[src/rtl/async_fifo_gptr_receiver.sv]
// async_fifo_gptr_receiver
// Read-domain receiver for the Gray pointer of an asynchronous FIFO.
// It synchronizes the write-side Gray pointer through a flop chain and
// decodes it to binary. It then derives empty, occupancy level and
// almost_empty from the synchronized pointer and the local Gray pointer.
// Optional feature macro: ASYNC_FIFO_GRAY_CHECK_EN. When it is defined, the
// block adds a sticky Gray-protocol violation flag (gray_err). When it is
// undefined, gray_err is tied low and the extra flops are not built.
module async_fifo_gptr_receiver #(
    parameter int COUNTER_BITS        = 4,
    parameter int SYNC_STAGES         = 2,
    parameter int ALMOST_EMPTY_THRESH = 1
) (
    input  logic                    clk,
    input  logic                    reset,
    input  logic [COUNTER_BITS-1:0] remote_gptr,
    input  logic [COUNTER_BITS-1:0] local_gptr,
    output logic [COUNTER_BITS-1:0] remote_bptr_sync,
    output logic                    empty,
    output logic [COUNTER_BITS-1:0] level,
    output logic                    almost_empty,
    output logic                    gray_err
);

    localparam logic [COUNTER_BITS-1:0] DEPTH    = COUNTER_BITS'(1 << (COUNTER_BITS - 1));
    localparam logic [COUNTER_BITS-1:0] THRESH_V = COUNTER_BITS'(ALMOST_EMPTY_THRESH);

    function automatic logic [COUNTER_BITS-1:0] gray2bin(input logic [COUNTER_BITS-1:0] g);
        logic [COUNTER_BITS-1:0] b;
        b[COUNTER_BITS-1] = g[COUNTER_BITS-1];
        for (int i = COUNTER_BITS - 2; i >= 0; i--) begin
            b[i] = b[i+1] ^ g[i];
        end
        return b;
    endfunction

    logic [COUNTER_BITS-1:0] r_sync [SYNC_STAGES];
    logic [COUNTER_BITS-1:0] r_level;
    logic                    r_almost_empty;
    logic [COUNTER_BITS-1:0] w_sync_g;
    logic [COUNTER_BITS-1:0] w_local_b;
    logic [COUNTER_BITS-1:0] w_next_level;

    // Shift the remote Gray pointer through the synchronizer chain.
    // NOTE: every stage is reset explicitly. This is a small flop chain, not a RAM, so an async reset costs nothing and keeps the outputs defined.
    always_ff @(posedge clk or posedge reset) begin
        if (reset) begin
            for (int k = 0; k < SYNC_STAGES; k++) begin
                r_sync[k] <= '0;
            end
        end else begin
            // NOTE: non-blocking assignments make every stage sample its predecessor's old value, so the chain shifts by exactly one per edge.
            r_sync[0] <= remote_gptr;
            for (int k = 1; k < SYNC_STAGES; k++) begin
                r_sync[k] <= r_sync[k-1];
            end
        end
    end

    assign w_sync_g         = r_sync[SYNC_STAGES-1];
    assign remote_bptr_sync = gray2bin(w_sync_g);
    assign w_local_b        = gray2bin(local_gptr);
    // Wrap-around falls out of the modulo-2^N subtraction.
    assign w_next_level     = remote_bptr_sync - w_local_b;

    // Register the occupancy and its almost-empty flag together.
    always_ff @(posedge clk or posedge reset) begin
        if (reset) begin
            r_level        <= '0;
            r_almost_empty <= 1'b1;
        end else begin
            r_level        <= w_next_level;
            r_almost_empty <= (w_next_level <= THRESH_V);
        end
    end

    // empty is unregistered so that a read catching up asserts it at once.
    // The reset term keeps empty high while reset is held, whatever the
    // value of local_gptr.
    assign empty        = reset | (w_sync_g == local_gptr);
    assign level        = r_level;
    assign almost_empty = r_almost_empty;

`ifdef ASYNC_FIFO_GRAY_CHECK_EN
    logic [COUNTER_BITS-1:0] r_prev_g;
    logic                    r_cmp_en;
    logic                    r_gray_err;
    logic [COUNTER_BITS-1:0] w_diff;
    logic                    w_multi_bit;

    assign w_diff      = w_sync_g ^ r_prev_g;
    // Clearing the lowest set bit leaves a nonzero value when more than one bit changed.
    assign w_multi_bit = (w_diff & (w_diff - 1'b1)) != '0;

    // Track the previous synchronized pointer and latch any protocol violation.
    always_ff @(posedge clk or posedge reset) begin
        if (reset) begin
            r_prev_g   <= '0;
            r_cmp_en   <= 1'b0;
            r_gray_err <= 1'b0;
        end else begin
            r_prev_g <= w_sync_g;
            r_cmp_en <= 1'b1;
            if (r_cmp_en && (w_multi_bit || (w_next_level > DEPTH))) begin
                r_gray_err <= 1'b1;
            end
        end
    end

    assign gray_err = r_gray_err;
`else
    assign gray_err = 1'b0;
`endif

endmodule

[config.mk]
export PLATFORM = sky130hd
export DESIGN_NAME = async_fifo_gptr_receiver
export DESIGN_NICKNAME = d
export VERILOG_FILES = /design/src/rtl/async_fifo_gptr_receiver.sv
export SDC_FILE = /design/constraint.sdc
export NUM_CORES = 1
export LEC_CHECK = 0
export CAP_MARGIN = 15
export CORE_MARGIN = 1
export CORE_UTILIZATION = 30
export DETAILED_ROUTE_END_ITERATION = 8
export PLACE_DENSITY = 0.54
export RECOVER_POWER = 100
export SYNTH_ARGS = -nofsm -noshare
export SYNTH_HDL_FRONTEND = slang
export SYNTH_SLANG_ARGS = --single-unit
[constraint.sdc]
create_clock -name clk -period 2.9 [get_ports clk]
set_input_delay 0.58 -clock clk [delete_from_list [all_inputs] [get_ports clk]]
set_output_delay 0.58 -clock clk [all_outputs]
set_load 0.005 [all_outputs]
==> flow_summary.json <==
{
  "dieArea_um2": 2115,
  "crit_fanout": 3,
  "core.rowCount": 15,
  "grt_pass1_wl_um": 1518,
  "finalMaxSlewViolations": 0,
  "ys_seq_area_share_pct": 56.25,
  "htreeDepth": 1,
  "fin_util_pct": 46.60,
  "cts_resized": 0,
  "fin_crit_ns": 2.644,
  "clock_sinks": 13,
  "clock-root-buffer": "clkbuf_4",
  "ant_nets": 0,
  "ys_types": 16,
  "grt_max_degree": 14,
  "maxCapViolations": 0,
  "initial_core_util_pct": 32.91,
  "finalCritPeriodShare_pct": 91.17,
  "syn_avg_cell_area_um2": 13.50,
  "crit_path_top_delay_cell": "dlygate4sd3_1",
  "critPathLaunchType": "input port",
  "worst-setup-path-type": "input port to output pin",
  "synth_seq_cells": 13,
  "yosys.area.top_type": "dfrtp_1",
  "tritoncts": "built",
  "hold_viol": 0,
  "dp_worst_setup_slack_ns": 0.04640,
  "powerDensity_nw_per_um2": 603.9,
  "max_freq_ghz": 0.3782,
  "cpLargestDelayFamily": "buffers and inverters",
  "first_iter_violations": 7,
  "wirelength_um": 873,
  "syn_area_um2": 580.6,
  "grt_antenna_before_repair": 0,
  "clock_latency_ns": 0.27,
  "final_layout_size_suffix_gt1_share_pct": 12.31,
  "port_buffers": 19,
  "finalSetupTns_ns": 0,
  "post_cts_buffers": 0,
  "drcViolationCount": 0,
  "num_io_pins": 21,
  "core-area_um2": 1764,
  "synth_fp_nets": 57,
  "fin_ws_ns": 0.2562,
  "die_width_um": 45.99,
  "worst_setup_path_end_kind": "output pin",
  "worst-path-buf-inv": 2,
  "peakVddDrop_mv": 0.3266,
  "die_y_um": 45.99,
  "setup_violations": 0,
  "dp_hpwl_um": 725.6,
  "gp_congestion": 0.7217,
  "vias": 367,
  "final.setup_skew_ns": 0.005751,
  "dr.pass1.iters": 4,
  "grt-ovfl-total": 0,
  "hold_path.class": "register to register",
  "synth_top_area_share_pct": 51.72,
  "run_status": "completed",
  "n_antenna_cell": 0,
  "synth.area.top_cells": "dfrtp_1, xnor2_1, ha_1, xor2_1, dfstp_2",
  "p_leak_nw": 0.3644,
  "grt_pass1_vias": 351,
  "track_usage_pct": 10.65,
  "clkSlewWorstSetupHoldPaths_ns": 0.07,
  "cts_max_path_buffers": 2,
  "slowest_delay_ns": 0.56,
  "final_nets": 80,
  "required_ns": 2.32,
  "cts_inserted_buffers": 3,
  "postSynthCellCount": 43,
  "worstPathArrival_ns": 2.06,
  "rsz0062_at_grt": "no",
  "area_growth_pct": 41.59,
  "holdBufCountCts": 0,
  "cp_cell_sequence": "clkdlybuf4s50_1, xnor2_1, a41o_2, dlygate4sd3_1",
  "synth_warnings": 0,
  "wl_per_cell_um": 9.700,
  "avgViaCountPerCell": 4.078
}
## area by class of cell
| cell class | count | area [um2] |
|---|---|---|
| inverter | 4 | 15.01 |
| multi-input combinational | 24 | 224.0 |
| clock buffer | 3 | 22.52 |
| timing repair buffer | 20 | 197.7 |
| fill | 181 | 942.2 |
| tap | 25 | 31.28 |
| clock inverter | 1 | 5.005 |
| sequential | 13 | 326.6 |
## placed cells by master, fill, tap and decap left out, types with 3 or more instances in the layout
cell type,synthesis,routed
clkdlybuf4s50_1,0,4
dlygate4sd3_1,0,15
dfrtp_1,12,12
clkbuf_4,0,3
xnor2_1,8,8
ha_1,3,3
inv_1,4,4
xor2_1,4,4
## cell families (layout without fill, tap and decap cells)
group,after synthesis,in the layout,synth area share (%)
DFF,13,13,56.25
AOI/OAI and AO/OA,4,4,6.249
xor gates and xnor gates,12,12,18.10
adders and majority gates,4,4,9.915
buffers and inverters,6,28,5.171
other,1,1,0.6459
and+or+nand+nor,3,3,3.665
## worst paths after layout
| check | startpoint | cells past startpoint | slack (ns) | end |
|---|---|---|---|---|
| worst max-delay path | local_gptr[3] | 4 | 0.26 | empty |
| worst min-delay path | r_sync[6] | 0 | 0.35 | w_sync_g[2] |
| worst max register to register | w_sync_g[3] | 7 | 0.60 | almost_empty |
| worst min register to register | r_sync[6] | 0 | 0.35 | w_sync_g[2] |
| max in group asynchronous | reset | 2 | 1.78 | almost_empty |
| min in group asynchronous | reset | 2 | 0.78 | level[0] |
## through the flow
step	instances	total power (W)	hold slack, ns	cell area (um2)
after floorplan	43	0.0003119	0.3312	580.6
after global placement	86	0.0004126	0.3330	794.5
after detailed placement	86	0.0004116	0.3381	794.5
after CTS	90	0.0005233	0.3566	822.0
after global routing	90	0.0005382	0.3615	822.0
final	90	0.0004964	0.3519	822.0
## registers in the layout, summed over array words and instances, names as in the netlist
name	count
w_sync_g	4
r_sync	4
level	4
almost_empty	1
## metal layers
metal,track usage (%),share of wire (%)
met1,11.53,43
met2,18.31,51
met3,4.762,5.2
met4,3.529,0
met5,0,0
## power by group
group | total [W] | internal (W) | switching, W
Sequential | 0.000224 | 0.000216 | 0.00000787
Combinational | 0.000164 | 0.0000958 | 0.0000684
Clock | 0.000108 | 0.0000510 | 0.0000572
Total | 0.000496 | 0.000363 | 0.000133
## worst reg2reg max path, cell delays in order, from the launching register on
cell and delay (ns):
dfrtp_1 0.43, xor2_1 0.30, xnor2_1 0.24, inv_1 0.16
ha_1 0.31, and3b_1 0.17, or3_1 0.38, a211oi_2 0.24
## synthesized netlist by cell type
| cell | n |
|---|---|
| o21ai_1 | 1 |
| fa_1 | 1 |
| and2_1 | 1 |
| xnor2_1 | 8 |
| conb_1 | 1 |
| a21o_1 | 1 |
| and3b_1 | 1 |
| ha_1 | 3 |
| dfrtp_1 | 12 |
| a41o_2 | 1 |
| xor2_1 | 4 |
| inv_1 | 4 |
| a211oi_2 | 1 |
| buf_4 | 2 |
| or3_1 | 1 |
| dfstp_2 | 1 |
(Power assumes the default switching activity.)
==> RTL change 1 (same flow settings) <==
Add a define of `ASYNC_FIFO_GRAY_CHECK_EN`.
--- a/src/rtl/async_fifo_gptr_receiver.sv
+++ b/src/rtl/async_fifo_gptr_receiver.sv
@@ -7,4 +7,6 @@
 // block adds a sticky Gray-protocol violation flag (gray_err). When it is
 // undefined, gray_err is tied low and the extra flops are not built.
+`define ASYNC_FIFO_GRAY_CHECK_EN
+
 module async_fifo_gptr_receiver #(
     parameter int COUNTER_BITS        = 4,
Function: changed (a bounded check fails within 4 cycles, from zero or initial values and one cycle with reset high).
==> RTL change 1 against the original RTL <==
- power grew 38%
- critical path type unchanged
- via count grew 37%
- clock power grew 20%
- design area grew 40%
- routed wire length grew 40%
- worst setup slack lost 0.11 ns
- synthesized cell count grew 35%
- first-iteration DRC count shrank 43%
- synthesized area grew 37%
- sequential cell count grew 6
- sequential share of layout area grew 1.8 points
- final cell count grew 36%
==> RTL change 1: results (changes against the original RTL) <==
synth:
  synth_compound_gate_area_share_pct: 7.24  # was 6.25%
  synthCells: 58  # was 43
  synth_fa_ha_area_share_pct: 7.24  # was 9.91%
  synthTopCellsByCount: "dfrtp_1, xnor2_1, xor2_1"  # was dfrtp_1, xnor2_1, inv_1, xor2_1, ha_1
  share_of_synthesized_area_occupied_by_flip_flops_and_latches_pct: 60.0  # was 56.3%
  xor_xnor_share_of_the_synthesized_area_pct: 17.6  # was 18.1%
  mappedNetlistNets: 72  # was 57
  synth.area.top_cells: "dfrtp_1, xnor2_1, xor2_1"  # was dfrtp_1, xnor2_1, ha_1
  yosysUniqueCellTypes: 17  # was 16
  synth-warning-count: 0  # unchanged
clock_network:
  postCtsResizedCells: 0  # unchanged
  cts.root.buffer_cell: "clkbuf_4"  # unchanged
  numCtsBuffers: 3  # unchanged
  clkLatencyLatePin_ns: 0.29  # was 0.27 ns
  postCtsSetupBuffers: 0  # unchanged
  clk_pin_slew_ns: 0.10  # was 0.07 ns
  cts-root-to-sink-buffers: 2  # unchanged
timing:
  whs_ns: 0.358  # was 0.352 ns
  finClkSkew_ns: 0.00101  # was 0.00575 ns
  worstMarginPinSlew_ns: 0.692
finish:
  fin_cells: 122  # was 90
  final_net_count: 107  # was 80
  fraction_of_layout_instances_using_a_drive_strength_above_1_pct: 20.7  # was 12.3%
routing:
  post_drt_wl_per_cell_um: 9.98  # was 9.70 um
  first_pass_iters: 2  # was 4
  drt_iter0_markers: 4  # was 7
  mean_number_of_vias_per_cell: 4.11  # was 4.08
placed_design:
  port_buffers: 20  # was 19
  detailed_place_hpwl_um: 973  # was 726 um
  placed_cells_incl_taps: 118  # was 86
  place_congestion: 0.669  # was 0.722
  placement.cell_area_um2: 1110  # was 795 um2
global_routing:
  global_route_wire_length_before_repair_um: 2180  # was 1520 um
  grt_resource_usage_total_pct: 11.2  # was 10.7%
  vias_in_the_first_global_route: 517  # was 351
  antenna_found_initial: 0  # unchanged
  grt_start_max_net_pins: 20  # was 14
critical_path:
  ff2ff_path_depth: 9  # was 7
  critPathArrivalTime_ns: 2.18  # was 2.06 ns
  r2r_slack_ns: 0.30  # was 0.60 ns
  r2r-start: "w_sync_g[2]"  # was w_sync_g[3]
  critical_path_peak_fanout: 2  # was 3
  timing.rr.end: "gray_err"  # was almost_empty
  cpPeakStageDelay_ns: 0.49  # was 0.56 ns
  crit_slowest_cell: "clkdlybuf4s50_1"  # was dlygate4sd3_1
worst_hold_path:
  hold_path.class: "reg2reg"  # unchanged
  hold_path_cells: 0  # unchanged
  holdCritStartpoint: "r_sync[6]"  # unchanged
power:
  power.ir.vdd_worst_uv: 337  # was 327 uV
  internal_power_mw: 0.503  # was 0.363 mW
  static-leakage-power_nw: 0.518  # was 0.364 nW
run_status:
  run_status: "complete, no violations"  # unchanged
## RTL change 1: worst max-delay path by stage
stage | from | end | slack (ns) | depth (start not counted)
finish | local_gptr[3] | empty | 0.14 | 5
CTS | local_gptr[2] | gray_err | 0.1 | 10
floorplan | local_gptr[2] | gray_err | 0.31 | 9
detailed placement | local_gptr[2] | gray_err | -0.21 | 10
global route | local_gptr[2] | gray_err | 0.002 | 10
global placement | local_gptr[2] | gray_err | -0.21 | 10
## RTL change 1: critical path, delay by kind of cell
kind            cells  cell delay (ns)
buf+inv             3             1.10
compound gates      1             0.22
xor+xnor            1             0.27
## RTL change 1: cell type report
cell class              count  area (um2)
fillers                   235        1350
flip-flops and latches     19         477
multi-input cells          31         299
repair buffers             31         279
well taps                  30        37.5
inverters                   7        26.3
clock buffers               3        22.5
clock inverters             1        7.51
## RTL change 1: cells by family (layout without fill, tap and decap cells)
logic type	Yosys count	after routing
adders and majority gates	4	4
and+or+nand+nor	4	4
xor gates and xnor gates	16	16
AOI/OAI and AO/OA	6	6
DFF	19	19
buffers and inverters	8	42
other	1	1
## RTL change 1: routing by layer
metal  track usage [%]  routed length [um]
met1              14.3                 584
met2              16.3                 553
met3              3.45                  71
met4              6.58                  10
met5                 0                   0
## RTL change 1: power groups by stage
stage                     registers, mW  clock network [mW]  logic, mW
final                             0.318               0.130      0.239
after global routing              0.323               0.152      0.273
after CTS                         0.320               0.140      0.257
after detailed placement          0.325                   0      0.255
after global placement            0.324                   0      0.255
after floorplan                   0.329                   0      0.101
## RTL change 1: stage by stage
step	worst slack (ns)	power (mW)	utilization, %
floorplan	0.306	0.430	-
global placement	-0.211	0.580	44.3
detailed placement	-0.207	0.581	44.3
CTS	0.0997	0.716	45.5
global route	0.00168	0.748	45.9
finish	0.143	0.687	45.9
==> RTL change 2 (same settings) <==
Without the edit above. Remove the register `r_level`: a continuous assignment takes its place, so the output `level` follows one clock earlier.
--- a/src/rtl/async_fifo_gptr_receiver.sv
+++ b/src/rtl/async_fifo_gptr_receiver.sv
@@ -67,11 +67,11 @@
     always_ff @(posedge clk or posedge reset) begin
         if (reset) begin
-            r_level        <= '0;
             r_almost_empty <= 1'b1;
         end else begin
-            r_level        <= w_next_level;
             r_almost_empty <= (w_next_level <= THRESH_V);
         end
     end
+
+    assign r_level = w_next_level;
 
     // empty is unregistered so that a read catching up asserts it at once.
Formal check against the unedited RTL: not equivalent (Yosys sat finds a counterexample within 4 cycles, from zero or initial values and one cycle with reset high).
==> RTL change 2 against the original RTL <==
- first-iteration DRC count shrank 100%
- worst setup slack got worse by 0.18 ns
- synthesized area is 17% lower
- critical path depth up 4
- final cell count rose by 8.9%
- sequential cell count shrank 4
- count of clock-buffer cells in the layout is 1 higher
- worst hold slack lost 0.0017 ns
- synthesized cell count shrank 9.3%
- non-clock buffer count rose by 21
- utilization up 14 points
- design area rose by 11%
- routed wire length is 6.0% higher
- power is 0.87% lower
- critical endpoint is now level[3]
==> RTL change 2: results (changes against the original RTL) <==
global_routing:
  grt_resource_usage_total_pct: 12.3  # was 10.7%
  grt_start_max_net_pins: 10  # was 14
  use_met2_pct: 22.2  # was 18.3%
  met3_track_demand_over_resource_in_global_routing_pct: 3.02  # was 4.76%
finish:
  utilization_pct: 60.5  # was 46.6%
  nonClkBufAreaFrac_pct: 36.8  # was 24.0%
  buffers: 41  # was 20
  fraction_of_layout_instances_using_a_drive_strength_above_1_pct: 52.4  # was 12.3%
  ff_latch_area_um2: 226  # was 327 um2
  filler_instances: 134  # was 181
run_status:
  run_status: "complete, no violations"  # unchanged
synth:
  synthTopCellsByCount: "dfrtp_1, xnor2_1, inv_1, xor2_1, ha_1"  # unchanged
  synthCells: 39  # was 43
  synth_fa_ha_area_share_pct: 12.0  # was 9.91%
  mappedNetlistNets: 53  # was 57
  xor_xnor_share_of_the_synthesized_area_pct: 21.9  # was 18.1%
critical_path:
  cp_delay_by_family_top: "simple AND/OR/NAND/NOR gates"  # was buffers and inverters
  cpPeakStageDelay_ns: 0.33  # was 0.56 ns
  critical_path_peak_fanout: 2  # was 3
  endpoint: "level[3]"  # was empty
  crit_path_start: "local_gptr[1]"  # was local_gptr[3]
routing:
  mean_number_of_vias_per_cell: 4.19  # was 4.08
  wl_met2_um: 533  # was 448 um
  drt_iter0_markers: 0  # was 7
timing:
  whs_ns: 0.350  # was 0.352 ns
placed_design:
  place_congestion: 0.736  # was 0.722
clock_network:
  postCtsResizedCells: 21  # was 0
  postCtsSetupBuffers: 5  # was 0
## RTL change 2: cell types whose count changed after synthesis
cell / unedited run / this run
dfrtp_1: 12 / 8
## RTL change 2: worst register-to-register path: stages, from the launching register on
cell	delay, ns
dfrtp_1	0.40
xor2_2	0.20
buf_4	0.14
buf_4	0.13
ha_1	0.32
a21o_1	0.19
or3_4	0.37
buf_4	0.14
buf_4	0.12
a211oi_2	0.23
## RTL change 2: cell families (layout without fill, tap and decap cells)
| family | count (synthesis) | in the layout |
|---|---|---|
| XOR/XNOR | 12 | 12 |
| other | 1 | 1 |
| buffers and inverters | 6 | 49 |
| adder cells (fa/ha/maj) | 4 | 4 |
| flip-flops | 9 | 9 |
| AND/OR/NAND/NOR | 3 | 3 |
| AO/OA/AOI/OAI | 4 | 4 |
## RTL change 2: power breakdown
group	leakage [nW]	switching, mW	total (mW)	internal [mW]
Combinational	0.318	0.0930	0.261	0.168
Sequential	0.104	0.00463	0.143	0.138
Clock	0.0150	0.0358	0.0883	0.0525
Total	0.437	0.133	0.492	0.359
